===== config.mk =====
export PLATFORM = sky130hd
export DESIGN_NAME = seg_scan_decoder
export DESIGN_NICKNAME = d
export VERILOG_FILES = /design/src/rtl/seg_scan_decoder.sv
export SDC_FILE = /design/constraint.sdc
export NUM_CORES = 1
export LEC_CHECK = 0
export ABC_CLOCK_PERIOD_IN_PS = 8900
export BUFFER_PORTS_ARGS = -buffer_cell sky130_fd_sc_hd__buf_2
export CAP_MARGIN = 20
export CORE_ASPECT_RATIO = 1.75
export CORE_MARGIN = 10
export CORE_UTILIZATION = 23
export DETAILED_ROUTE_END_ITERATION = 8
export SYNTH_ARGS = -nofsm -noshare
export SYNTH_HDL_FRONTEND = slang
export SYNTH_SLANG_ARGS = --single-unit

===== constraint.sdc =====
create_clock -name dclk18 -period 8.9 [get_ports dclk18]
set_input_delay 2.67 -clock dclk18 [delete_from_list [all_inputs] [get_ports dclk18]]
set_output_delay 2.67 -clock dclk18 [all_outputs]
set_load 0.05 [all_outputs]

===== src/rtl/seg_scan_decoder.sv =====
// seg_scan_decoder: tracks a multiplexed 4-digit 7-segment scan and publishes each frame as binary and BCD.
module seg_scan_decoder (
    input  logic        dclk18,
    input  logic        rst,
    input  logic [3:0]  an_in,
    input  logic [6:0]  seg_in,
    output logic [13:0] value,
    output logic [15:0] digits,
    output logic        valid,
    output logic        err,
    output logic        locked
);
    typedef enum logic {SYNC, TRACK} state_t;
    state_t      state_q, state_d;
    logic [1:0]  exp_q, exp_d;
    logic [11:0] buf_q;
    logic [15:0] conv_q, pdig_q;
    logic [13:0] acc_q, acc_base, acc_next;
    logic [3:0]  conv_nib;
    logic [1:0]  cnt_q;
    logic        busy_q, pend_q;
    logic        an_ok, seg_ok, store, copy, err_d;
    logic [1:0]  pos;
    logic [3:0]  dig;
    assign an_ok = an_in == 4'b1110 || an_in == 4'b1101 || an_in == 4'b1011 || an_in == 4'b0111;
    assign pos = {~an_in[3] | ~an_in[2], ~an_in[3] | ~an_in[1]};
    assign locked = state_q == TRACK;
    always_comb begin
        seg_ok = 1'b1;
        dig = 4'd0;
        case (seg_in)
            7'b1000000: dig = 4'd0;
            7'b1111001: dig = 4'd1;
            7'b0100100: dig = 4'd2;
            7'b0110000: dig = 4'd3;
            7'b0011001: dig = 4'd4;
            7'b0010010: dig = 4'd5;
            7'b0000010: dig = 4'd6;
            7'b1111000: dig = 4'd7;
            7'b0000000: dig = 4'd8;
            7'b0010000: dig = 4'd9;
            default:    seg_ok = 1'b0;
        endcase
    end
    // Violations drop to SYNC without capturing, so a violating 1110 never restarts a frame.
    always_comb begin
        state_d = state_q;
        exp_d = exp_q;
        store = 1'b0;
        err_d = 1'b0;
        if (state_q == SYNC) begin
            if (an_in == 4'b1110 && seg_ok) begin
                store = 1'b1;
                exp_d = 2'd1;
                state_d = TRACK;
            end
        end else if (an_ok && pos == exp_q && seg_ok) begin
            store = 1'b1;
            exp_d = exp_q + 2'd1;
        end else begin
            err_d = 1'b1;
            exp_d = 2'd0;
            state_d = SYNC;
        end
    end
    assign copy = store && state_q == TRACK && exp_q == 2'd3;
    // Digits are consumed most-significant first: position 3 down to position 0.
    assign conv_nib = conv_q[{~cnt_q, 2'b00} +: 4];
    assign acc_base = cnt_q == 2'd0 ? 14'd0 : acc_q;
    assign acc_next = (acc_base << 3) + (acc_base << 1) + {10'd0, conv_nib};
    always_ff @(posedge dclk18) begin
        if (rst) begin
            state_q <= SYNC;
            exp_q   <= 2'd0;
            buf_q   <= 12'd0;
            conv_q  <= 16'd0;
            pdig_q  <= 16'd0;
            acc_q   <= 14'd0;
            cnt_q   <= 2'd0;
            busy_q  <= 1'b0;
            pend_q  <= 1'b0;
            value   <= 14'd0;
            digits  <= 16'd0;
            valid   <= 1'b0;
            err     <= 1'b0;
        end else begin
            state_q <= state_d;
            exp_q   <= exp_d;
            err     <= err_d;
            if (err_d)
                buf_q <= 12'd0;
            else if (store)
                buf_q <= {pos == 2'd2 ? dig : buf_q[11:8],
                          pos == 2'd1 ? dig : buf_q[7:4],
                          pos == 2'd0 ? dig : buf_q[3:0]};
            if (busy_q)
                acc_q <= acc_next;
            pend_q <= busy_q && cnt_q == 2'd3;
            if (busy_q && cnt_q == 2'd3)
                pdig_q <= conv_q;
            // A new frame can only complete on the final step, so reloading then is safe.
            if (copy) begin
                conv_q <= {dig, buf_q};
                cnt_q  <= 2'd0;
                busy_q <= 1'b1;
            end else if (busy_q) begin
                cnt_q  <= cnt_q + 2'd1;
                busy_q <= cnt_q != 2'd3;
            end
            valid <= pend_q;
            if (pend_q) begin
                value  <= acc_q;
                digits <= pdig_q;
            end
        end
    end
endmodule

==> run metrics <==
slowest stage delay, CP 950 ps; Worst EP arrival 4910 ps; power share of the clock group 0.450; Worst VDD drop 0.07472 mV; H-tree Lvls 3; worst path cell trace buf_2 -> nor4_1 -> nand3_1 -> nand3_2 -> o2111a_1 -> mux2i_1 -> nor2_1; Max Freq 212.4 MHz; IO Pins 46; Final setup viols 0; Final min period 4708 ps; hold crit path type flip-flop to flip-flop; Crit Path Category primary input to flip-flop; Initial DRT Pass Iterations 4; Clk Latency, worst-skew pair 350 ps; CP max-delay cell o2111a_1; reg2reg setup slack 5420 ps; via count 3376; Mapped Nets 524; most frequent cells in the layout dfxtp_1 (96), nor2_1 (82), mux2i_1 (63); IO Port Bufs 45; Netlist Area Pre-Place 0.004561 mm^2; core area approximately 0.020 mm^2; number of buffers added for setup after CTS 0; Power, Total ~830 uW; leakage 0.002088 uW; DR WL/cell 13.46 um; RSZ-0062 raised after global routing no; # rows 68; first-pass GRT wire length 17.19 mm; Layout Nets 557; Rel. slew slack 0.2791; internal cell power 635.0 uW; Clock Skew 8.080 ps; Die ar. 0.02608 mm^2; Startpoint Class primary input; Resized cells post-CTS 0; Post-synth EDFFs 0; commonest non-fill, non-tap cell in the layout dfxtp_1; CTS Buffer Depth 2; die height 206.3 um; Routability Congestion 0.7727; status finished clean; largest net degree at the start of global routing 84; setup TNS 0 ps; layout cells sized above 1 0.1530; Post-DP HPWL about 7.6 mm; ANT nets after route 0; filler cell count 2063; synthesized instance count 485; clk slew on worst S/H paths 70 ps; Critical Path End Type flip-flop; critical path's top delay family compound AO/OA/AOI/OAI gates; final hold violations 0; chip width 126.4 um; Via density 4.396; Multi-input gate area 0.002461 mm^2; Seq/Total Area, Yosys 0.4258; Initial Util 0.2320; DRT Wirelength around 10 mm; Root Driver clkbuf_16; CTS sink cnt 97; PD cells about 160 mW/mm^2; max-slew violation count 0; Worst Tran Pin Value 1081 ps; vias in the first global route 3349; Data required, critical path 9100 ps; diode count 0; DR iter-0 viols approximately 180; MaxCap Viol Count 0; buffers and inverters on the worst path 1; Syn Area/Cell 9.403 um^2; ys async rst share 0; Synth Register Bits 97; register area 0.001943 mm^2; total track usage 0.08030; Seq pwr share 0.524; number of distinct library cells after synthesis 56; CTS Buf Count 9; main flop type after synthesis dfxtp_1; sw frac 0.2326; Remaining Overflow, GRT 0; P_sw 192.5 uW; antenna violations before repair 0; Comb power frac 0.025; Worst Path Max Fanout 19; DRC Markers 0; CTS tree done; Tcrit/Tclk final 0.5290; Syn-to-layout area delta 15.67%; Synth Warn # 0; CTS Hold Buffers Added 0
==> layout make-up <==
type,count,area share
well taps,245,0.05811
inverters,10,0.007116
repair buffers,47,0.04554
flip-flops and latches,97,0.3684
clock buffers,9,0.04269
multi-input cells,353,0.4666
clock inverters,7,0.01162
==> power by group through the flow <==
stage	Combinational, uW	Clock [uW]	Sequential (uW)
final	20.8	373	434
after global routing	23.2	400	434
after CTS	21.1	385	434
after detailed placement	21.1	0	444
after global placement	20.9	0	444
after floorplan	12.4	0	444
==> path summary, 6_finish.rpt <==
kind                                 start          to  cells after the start
worst min register to register  pdig_q[10]  pdig_q[10]                      2
worst max-delay path             seg_in[0]  conv_q[12]                      7
worst max register to register    cnt_q[0]   acc_q[10]                     12
worst min-delay path            pdig_q[10]  pdig_q[10]                      2
==> sequential cells by signal, summed over array words and instances, names as in the netlist <==
signal / flops
acc_q: 14
buf_q: 12
busy_q: 1
cnt_q: 2
conv_q: 16
digits: 16
err: 1
exp_q: 2
locked: 1
pdig_q: 16
pend_q: 1
valid: 1
value: 14
==> worst reg2reg max path, cell delays in order (launching register included) <==
cell      delay (ps)
dfxtp_1          560
inv_1             90
ha_1             410
nor2b_1          290
ha_1             270
ha_1             220
fa_1             440
a211oi_1         310
o21ai_0          190
a21oi_1          240
o21bai_1         110
xnor2_1          130
o21ai_0          150
==> logic make-up (layout without fill, tap and decap cells) <==
kind of cell | Yosys count | in the layout | share of synthesized area
DFF | 97 | 97 | 0.4258
muxes | 67 | 67 | 0.1580
and+or+nand+nor | 174 | 174 | 0.1761
adders and majority gates | 26 | 26 | 0.07298
xor gates and xnor gates | 13 | 13 | 0.02497
AOI/OAI and AO/OA | 73 | 73 | 0.1075
buffers and inverters | 35 | 73 | 0.03457
==> stage by stage <==
step	hold WS, ps	std cells	instance area (um^2)	util	setup slack [ps]
5_1_grt	478.1	768	5275	0.2684	4011
3_5_place_dp	447.5	752	4989	0.2538	3873
4_1_cts	457.4	768	5275	0.2684	4215
6_report	455.4	768	5275	0.2684	4192
3_3_place_gp	443.5	752	4989	0.2538	3951
2_1_floorplan	436.0	485	4561	-	4680
==> synth_stat cells (all sizes together) (2+ instances only) <==
library cell	instances	area, um^2
and2	3	18.77
nand3	5	30.03
a21oi	26	137.6
and3	2	12.51
o21bai	3	22.52
nand4	2	12.51
o221ai	3	26.28
xnor2	11	96.34
nand2	42	157.7
xor2	2	17.52
or3b	3	26.28
nor3	6	30.03
a211oi	4	35.03
nor2	82	307.8
inv	10	37.54
ha	25	312.8
nand3b	3	22.52
a21o	6	45.04
mux4	4	90.09
mux2i	63	630.6
dfxtp	97	1942
o211ai	3	22.52
a31o	4	35.03
clkbuf	13	48.80
o21ai	11	55.05
nor3b	3	22.52
buf	12	71.32
nand4b	2	17.52
nor2b	14	87.58
a32oi	2	17.52
==> routing by layer <==
metal  GRT usage  up-vias  part of all wire
met5           0        -                 0
met4     0.03429        0             0.017
met3     0.01438        5             0.021
met2      0.1464       42              0.53
met1     0.08843     1571              0.43
li1            -     1758                 -
(Power assumes the default switching activity.)
